<file path="src/rtl/multicycle_control_unit.sv">
// Multi-cycle RV32I sequencer: IF/ID/EX/MEM/WB phase control with memory-ready
// waits, timeout and illegal-opcode traps, plus cycle and retired-instruction counters.
module multicycle_control_unit #(
    parameter int CNT_W       = 32,
    parameter int MEM_TIMEOUT = 16
) (
    input  logic             clk,
    input  logic             reset,
    input  logic [6:0]       opcode,
    input  logic             alu_bcond,
    input  logic             halt_req,
    input  logic             mem_ready,
    output logic             pc_write,
    output logic [1:0]       pc_sel,
    output logic             iord,
    output logic             mem_read,
    output logic             mem_write,
    output logic             ir_write,
    output logic             mdr_write,
    output logic             reg_write,
    output logic [1:0]       wb_sel,
    output logic             alu_src_b,
    output logic [1:0]       alu_op_sel,
    output logic             is_ecall,
    output logic             is_halted,
    output logic             mem_err,
    output logic [CNT_W-1:0] cycle_count,
    output logic [CNT_W-1:0] instret_count
);

    localparam logic [6:0] OP_R     = 7'b0110011;
    localparam logic [6:0] OP_I     = 7'b0010011;
    localparam logic [6:0] OP_LOAD  = 7'b0000011;
    localparam logic [6:0] OP_STORE = 7'b0100011;
    localparam logic [6:0] OP_BR    = 7'b1100011;
    localparam logic [6:0] OP_JAL   = 7'b1101111;
    localparam logic [6:0] OP_JALR  = 7'b1100111;
    localparam logic [6:0] OP_ECALL = 7'b1110011;

    localparam logic [6:0] LEGAL_OPS [8] = '{OP_R, OP_I, OP_LOAD, OP_STORE,
                                             OP_BR, OP_JAL, OP_JALR, OP_ECALL};

    localparam int WAIT_W = (MEM_TIMEOUT > 1) ? $clog2(MEM_TIMEOUT + 1) : 1;
    localparam logic [WAIT_W-1:0] TIMEOUT_LAST = WAIT_W'(MEM_TIMEOUT - 1);

    typedef enum logic [2:0] {S_IF, S_ID, S_EX, S_MEM, S_WB, S_HALT, S_ERR} state_t;

    state_t            state_reg, state_next;
    logic [WAIT_W-1:0] wait_cnt_reg, wait_cnt_next;
    logic [CNT_W-1:0]  cycle_count_reg, instret_count_reg;

    logic [7:0] op_match;
    logic       op_legal;
    logic       timeout_hit;
    logic       retire;
    logic       pc_write_int, mem_write_int, ir_write_int, mdr_write_int, reg_write_int;

    generate
        for (genvar gi = 0; gi < 8; gi++) begin : g_legal
            assign op_match[gi] = (opcode == LEGAL_OPS[gi]);
        end
    endgenerate

    assign op_legal = |op_match;

    // The timeout cycle is the MEM_TIMEOUT-th consecutive not-ready cycle.
    assign timeout_hit = (MEM_TIMEOUT != 0) && (wait_cnt_reg == TIMEOUT_LAST) && !mem_ready;

    always_comb begin
        state_next    = state_reg;
        retire        = 1'b0;
        pc_write_int  = 1'b0;
        pc_sel        = 2'd0;
        iord          = 1'b0;
        mem_read      = 1'b0;
        mem_write_int = 1'b0;
        ir_write_int  = 1'b0;
        mdr_write_int = 1'b0;
        reg_write_int = 1'b0;
        wb_sel        = 2'd0;
        alu_src_b     = 1'b0;
        alu_op_sel    = 2'd0;
        is_ecall      = 1'b0;
        is_halted     = 1'b0;
        mem_err       = 1'b0;
        case (state_reg)
            S_IF: begin
                mem_read = 1'b1;
                if (mem_ready) begin
                    ir_write_int = 1'b1;
                    state_next   = S_ID;
                end else if (timeout_hit) begin
                    state_next = S_ERR;
                end
            end
            S_ID: begin
                if (!op_legal) begin
                    state_next = S_ERR;
                end else if (opcode == OP_ECALL) begin
                    is_ecall = 1'b1;
                    if (halt_req) begin
                        state_next = S_HALT;
                    end else begin
                        pc_write_int = 1'b1;
                        retire       = 1'b1;
                        state_next   = S_IF;
                    end
                end else begin
                    state_next = S_EX;
                end
            end
            S_EX: begin
                alu_src_b  = !(opcode == OP_R || opcode == OP_BR);
                alu_op_sel = (opcode == OP_R || opcode == OP_I) ? 2'd1 :
                             (opcode == OP_BR)                  ? 2'd2 : 2'd0;
                if (opcode == OP_BR) begin
                    pc_write_int = 1'b1;
                    pc_sel       = alu_bcond ? 2'd1 : 2'd0;
                    retire       = 1'b1;
                    state_next   = S_IF;
                end else if (opcode == OP_LOAD || opcode == OP_STORE) begin
                    state_next = S_MEM;
                end else begin
                    state_next = S_WB;
                end
            end
            S_MEM: begin
                iord          = 1'b1;
                mem_read      = (opcode == OP_LOAD);
                mem_write_int = (opcode == OP_STORE);
                if (mem_ready) begin
                    if (opcode == OP_LOAD) begin
                        mdr_write_int = 1'b1;
                        state_next    = S_WB;
                    end else begin
                        pc_write_int = 1'b1;
                        retire       = 1'b1;
                        state_next   = S_IF;
                    end
                end else if (timeout_hit) begin
                    state_next = S_ERR;
                end
            end
            S_WB: begin
                reg_write_int = 1'b1;
                pc_write_int  = 1'b1;
                wb_sel        = (opcode == OP_LOAD) ? 2'd1 :
                                (opcode == OP_JAL || opcode == OP_JALR) ? 2'd2 : 2'd0;
                pc_sel        = (opcode == OP_JAL)  ? 2'd1 :
                                (opcode == OP_JALR) ? 2'd2 : 2'd0;
                retire        = 1'b1;
                state_next    = S_IF;
            end
            S_HALT:  is_halted = 1'b1;
            S_ERR:   mem_err   = 1'b1;
            default: state_next = S_ERR;
        endcase
    end

    // Write strobes are suppressed while reset is held, since state already reads IF.
    assign pc_write  = pc_write_int  & reset;
    assign mem_write = mem_write_int & reset;
    assign ir_write  = ir_write_int  & reset;
    assign mdr_write = mdr_write_int & reset;
    assign reg_write = reg_write_int & reset;

    always_comb begin
        wait_cnt_next = '0;
        if ((state_reg == S_IF || state_reg == S_MEM) && !mem_ready && state_next == state_reg)
            wait_cnt_next = wait_cnt_reg + WAIT_W'(1);
    end

    always_ff @(posedge clk or negedge reset) begin
        if (!reset) begin
            state_reg         <= S_IF;
            wait_cnt_reg      <= '0;
            cycle_count_reg   <= '0;
            instret_count_reg <= '0;
        end else begin
            state_reg    <= state_next;
            wait_cnt_reg <= wait_cnt_next;
            if (state_reg != S_HALT && state_reg != S_ERR)
                cycle_count_reg <= cycle_count_reg + CNT_W'(1);
            if (retire)
                instret_count_reg <= instret_count_reg + CNT_W'(1);
        end
    end

    assign cycle_count   = cycle_count_reg;
    assign instret_count = instret_count_reg;

endmodule

</file>
<file path="config.mk">
export PLATFORM = sky130hd
export DESIGN_NAME = multicycle_control_unit
export DESIGN_NICKNAME = d
export VERILOG_FILES = /design/src/rtl/multicycle_control_unit.sv
export SDC_FILE = /design/constraint.sdc
export NUM_CORES = 1
export LEC_CHECK = 0
export CORE_ASPECT_RATIO = 1.5
export CORE_MARGIN = 3
export CORE_UTILIZATION = 53
export DETAILED_ROUTE_END_ITERATION = 7
export HOLD_SLACK_MARGIN = 0.02
export PLACE_DENSITY_LB_ADDON = 0.08
export SETUP_SLACK_MARGIN = 0.4
export SLEW_MARGIN = 20
export SYNTH_ARGS = -nofsm -noshare
export SYNTH_HDL_FRONTEND = slang
export SYNTH_SLANG_ARGS = --single-unit
</file>
<file path="constraint.sdc">
create_clock -name clk -period 7 [get_ports clk]
set_input_delay 2.1 -clock clk [delete_from_list [all_inputs] [get_ports clk]]
set_output_delay 2.1 -clock clk [all_outputs]
set_load 0.02 [all_outputs]
</file>
### Word level (Yosys, flattened, before mapping)

Index checks and enable logic that the tools add are counted.

* flip-flop bits (word level): 72
* word-level logic and storage cells: 88

* add/subtract/negate cells: 3
* reductions and logical operators: 14
* eq/ne operators: 18
* multiplexer cells: 44
* bitwise operators: 5

Operators by type and width (number)
* 32-bit by 1-bit adder with 32-bit output, second input constant: 2
* 7-bit == test, second input constant: 4
* 3-bit 2-to-1 mux: 9
* 1-bit 2-to-1 mux: 22
* 3-bit one-hot mux with 6 select lines: 1
* 2-bit 2-to-1 mux: 8
* 7-bit by 6-bit == test with 1-bit output, second input constant: 2
* 3-bit == test, second input constant: 3
* 8-bit OR reduction: 1
* 7-bit by 2-bit == test with 1-bit output, second input constant: 1
* 7-bit by 5-bit == test with 1-bit output, second input constant: 1
* 3-bit by 2-bit == test with 1-bit output, second input constant: 2
* 3-bit inequality test, second input constant: 2
* 5-bit by 1-bit adder with 5-bit output, second input constant: 1
* 1-bit AND: 5
* 5-bit by 4-bit == test with 1-bit output, second input constant: 1
* 1-bit logical OR: 5
* 5-bit 2-to-1 mux: 1
* 1-bit logical AND: 4
* 1-bit one-hot mux with 4 select lines: 1
* 2-bit one-hot mux with 2 select lines: 1
* 3-bit by 1-bit == test with 1-bit output, second input constant: 1
* 3-bit == test: 1
* 3-bit zero test: 1
* other kinds (3): 4

### Longest topological paths before layout

* word-level depth: 8
* gate-level depth with buffers: 8
* mapped depth without buffers: 8

### Worst setup path before layout

OpenSTA, ideal clock, no wires.

* path type: input port to output port
* start point: in opcode[6]
* end point: out pc_sel[1]
* path slack: 1.469 ns
* cell stages on the path: 5
* required time: 4.900 ns
* arrival: 3.431 ns
* path buffers: 1
* cells stage by stage: buf_2 -> and4_1 -> and3_1 -> nor2b_1 -> nor2b_1

* cells in the longest elaborated chain, start to end: 4
* elaborated cells between the ends (all ways): 5
* classes of those cells: 2 x eq/ne; 3 x mux

RTL lines
* start: declaration: line 9 `input logic [6:0] opcode,`
* 7-bit == test: line 150 `(opcode == OP_JALR) ? 2'd2 : 2'd0;`
* 2-bit 2-to-1 mux: line 150
* 2-bit 2-to-1 mux *: line 149 `pc_sel = (opcode == OP_JAL) ? 2'd1 :`
* 2-bit one-hot mux with 2 select lines *: line 86 `case (state_reg)`
* end: declaration: line 14 `output logic [1:0] pc_sel,`

Every way passes the cells marked *; elsewhere a longest branch is shown, timed or not.

### Final worst setup path

* start point: in opcode[5]
* end point: out pc_write

* cells in the longest elaborated chain, start to end: 5
* elaborated cells between the ends (all ways): 16
* classes of those cells: 8 x eq/ne; 6 x mux; 1 x bitwise; 1 x reduce/logical

RTL lines
* 7-bit by 6-bit == test with 1-bit output, or another cell as far along: line 60 `assign op_match[gi] = (opcode == LEGAL_OPS[gi]);`
* 8-bit OR reduction, or another cell as far along: line 64 `assign op_legal = |op_match;`
* 1-bit 2-to-1 mux, on equally long branches: line 97, 131
* 1-bit one-hot mux with 4 select lines *: line 86
* 1-bit AND *: line 161 `assign pc_write = pc_write_int & reset;`
* end: declaration: line 13 `output logic pc_write,`

Marks and branches as above.

==> reports/metrics.csv <==
metric,value,unit
rsz0062_at_grt,no,
drv_cap,0,
startpoint_type,input port,
die_area,8070,um2
path_clk_slew,0.07,ns
diodes,0,
hold_class,flip-flop to flip-flop,
gp_congestion,0.948,
firstDrtPassIters,5,
grt_max_degree,73,
ys_dominant_reg_cell,dfrtp_1,
syn_area_per_cell,10.3,um2
routed_wl,8320,um
max_slew_margin,42.1,%
synth_seq_area_share,48.5,%
hold_viol_final,0,
worstSetupEndpointType,primary output,
clockRootBuffer,clkbuf_8,
synth_warnings,0,
leakage,2.10,nW
fin_setup_tns,0,ns
start_util,55.7,%
maxSlewViolCount,0,
grt_usage,21.8,%
antenna_found_initial,0,
critical_path_required,4.90,ns
cpMostUsedCell,clkdlybuf4s50_1,
clock-sinks,72,
final_common_cell,clkdlybuf4s50_1,
hold_buffers,0,
ant_nets,0,
hpwl,6010,um
vias,3089,
worst_slew_pin_slew,0.868,ns
grt_first_pass_wirelength,13700,um
drcViolationCount,0,
grt_overflow_total,0,
async_flop_share,100,%
critPathMaxStageDelay,0.60,ns
clock_skew,0.0102,ns
syn_to_final_growth,31.3,%
powerDensity,169,nW/um2
syn-instance-count,361,
drt_iter0_markers,147,
cp_max_fo,7,
power,0.827,mW
outcome,completed,
grt_pass1_vias,2966,
drive_above_1_share,6.55,%
crit_arrival,4.32,ns
crit_chain,clkdlybuf4s50_1 > nand4_1 > or4_4 > nand3_2 > and2_1 > clkdlybuf4s50_1,
finalCritPeriodShare,91.7,%
critPathKind,input port to primary output,
syn_area,3720,um2
die_w,74.4,um
io_pins,93,
htreeDepth,3,
most-common-layout-cells,"clkdlybuf4s50_1 (89), dfrtp_1 (72), xor2_1 (35)",
clockBufferDepth,2,
portBuffers,92,
wire_per_inst,15.6,um
cts-buffers-inserted,9,
max_freq,156,MHz
cts_tree,built,
ys_types,45,
peakVddDrop,0.000169,V
coreArea,6670,um2
nets,470,
cts_setup_buffers,0,
via_per_inst,5.78,
synth_nets,377,
clk_latency,0.34,ns
critPathSlowestCell,clkdlybuf4s50_1,
fin_crit,6.42,ns
finalSetupViolCount,0,
rows,36,
ys_ff_latch,72,
die_h,109,um
synth_edf_count,0,
[power by group]
| group | switching (mW) | leakage, nW | internal [mW] |
|---|---|---|---|
| registers | 0.00920 | 0.943 | 0.423 |
| logic | 0.0294 | 1.06 | 0.0228 |
| clock network | 0.143 | 0.0967 | 0.199 |
[critical path: cells and delay by family]
family,cells,cell delay [ns]
buffers and inverters,2,1.19
and+or+nand+nor,4,1.02
[layer usage]
metal	vias up	GRT usage (%)	wire (um)	part of all wire (%)
met5	-	0	0	0
met4	0	7.12	137	1.6
met3	14	5.58	451	5.4
met2	95	36.4	4240	51
met1	1531	27.2	3490	42
li1	1449	-	-	-
[repair_timing]
action                                 CTS  global route
setup endpoints to repair                0             1
endpoints found under the hold margin    0             0
resized for setup                        0             3
[per-stage QoR]
stage	setup slack (ns)	area (um2)	util, %	cells	hold WS (ns)
finish	0.579	4880	73.2	534	0.468
global route	0.475	4880	73.2	534	0.486
CTS	0.412	4870	73.0	534	0.471
detailed placement	0.429	4670	70.0	519	0.461
global placement	0.468	4670	70.0	519	0.446
floorplan	1.47	3720	-	361	0.433
[cell usage after synthesis, types with 2 or more instances]
master	number	area share [%]
dfrtp_1	72	48
buf_6	3	0.91
xor2_1	35	8.2
inv_1	14	1.4
nor3_2	6	1.6
nand3b_1	2	0.40
xnor2_1	31	7.3
and2_1	3	0.51
buf_2	4	0.54
clkbuf_1	4	0.40
nand2b_1	4	0.67
and3_1	11	1.9
nand2_1	33	3.3
and4_1	9	2.1
nor2b_1	2	0.34
nor3_1	14	1.9
nor2_1	26	2.6
nand3_1	25	3.4
ha_1	4	1.3
a21oi_1	2	0.27
a211oi_1	2	0.40
o21ai_0	5	0.67
nand4_1	20	3.4
nor4_4	2	1.1
nor4_1	8	1.3
[layout make-up]
type / instances / area (um2)
flip-flops and latches: 72 / 1800
multi-input cells: 263 / 1790
fillers: 538 / 1790
repair buffers: 94 / 936
clock buffers: 12 / 135
well taps: 76 / 95.1
clock inverters: 3 / 67.6
inverters: 14 / 52.6
[final timing paths]
| path | start | endpoint | slack, ns | cells after the start |
|---|---|---|---|---|
| setup / recovery | opcode[5] | pc_write | 0.58 | 6 |
| hold / removal | wait_cnt_reg[0]$_DFF_PN0_ | wait_cnt_reg[0]$_DFF_PN0_ | 0.47 | 1 |
| setup reg to reg | state_reg[2]$_DFF_PN0_ | instret_count[21]$_DFFE_PN0P_ | 4.36 | 5 |
| hold reg to reg | wait_cnt_reg[0]$_DFF_PN0_ | wait_cnt_reg[0]$_DFF_PN0_ | 0.47 | 1 |
| max in group asynchronous | reset | instret_count[5]$_DFFE_PN0P_ | 4.36 | 2 |
| min in group asynchronous | reset | instret_count[18]$_DFFE_PN0P_ | 2.09 | 2 |
[cells by family after synthesis]
logic type               Yosys count  share of synthesized area, %
AND/OR/NAND/NOR                  172                          26.4
flip-flops                        72                          48.5
XOR/XNOR                          66                          15.6
buffers and inverters             26                          3.47
AO/OA/AOI/OAI                     19                          3.80
adder cells (fa/ha/maj)            4                          1.35
multiplexers                       2                         0.909
No activity file was read; power rests on OpenSTA's default activity.
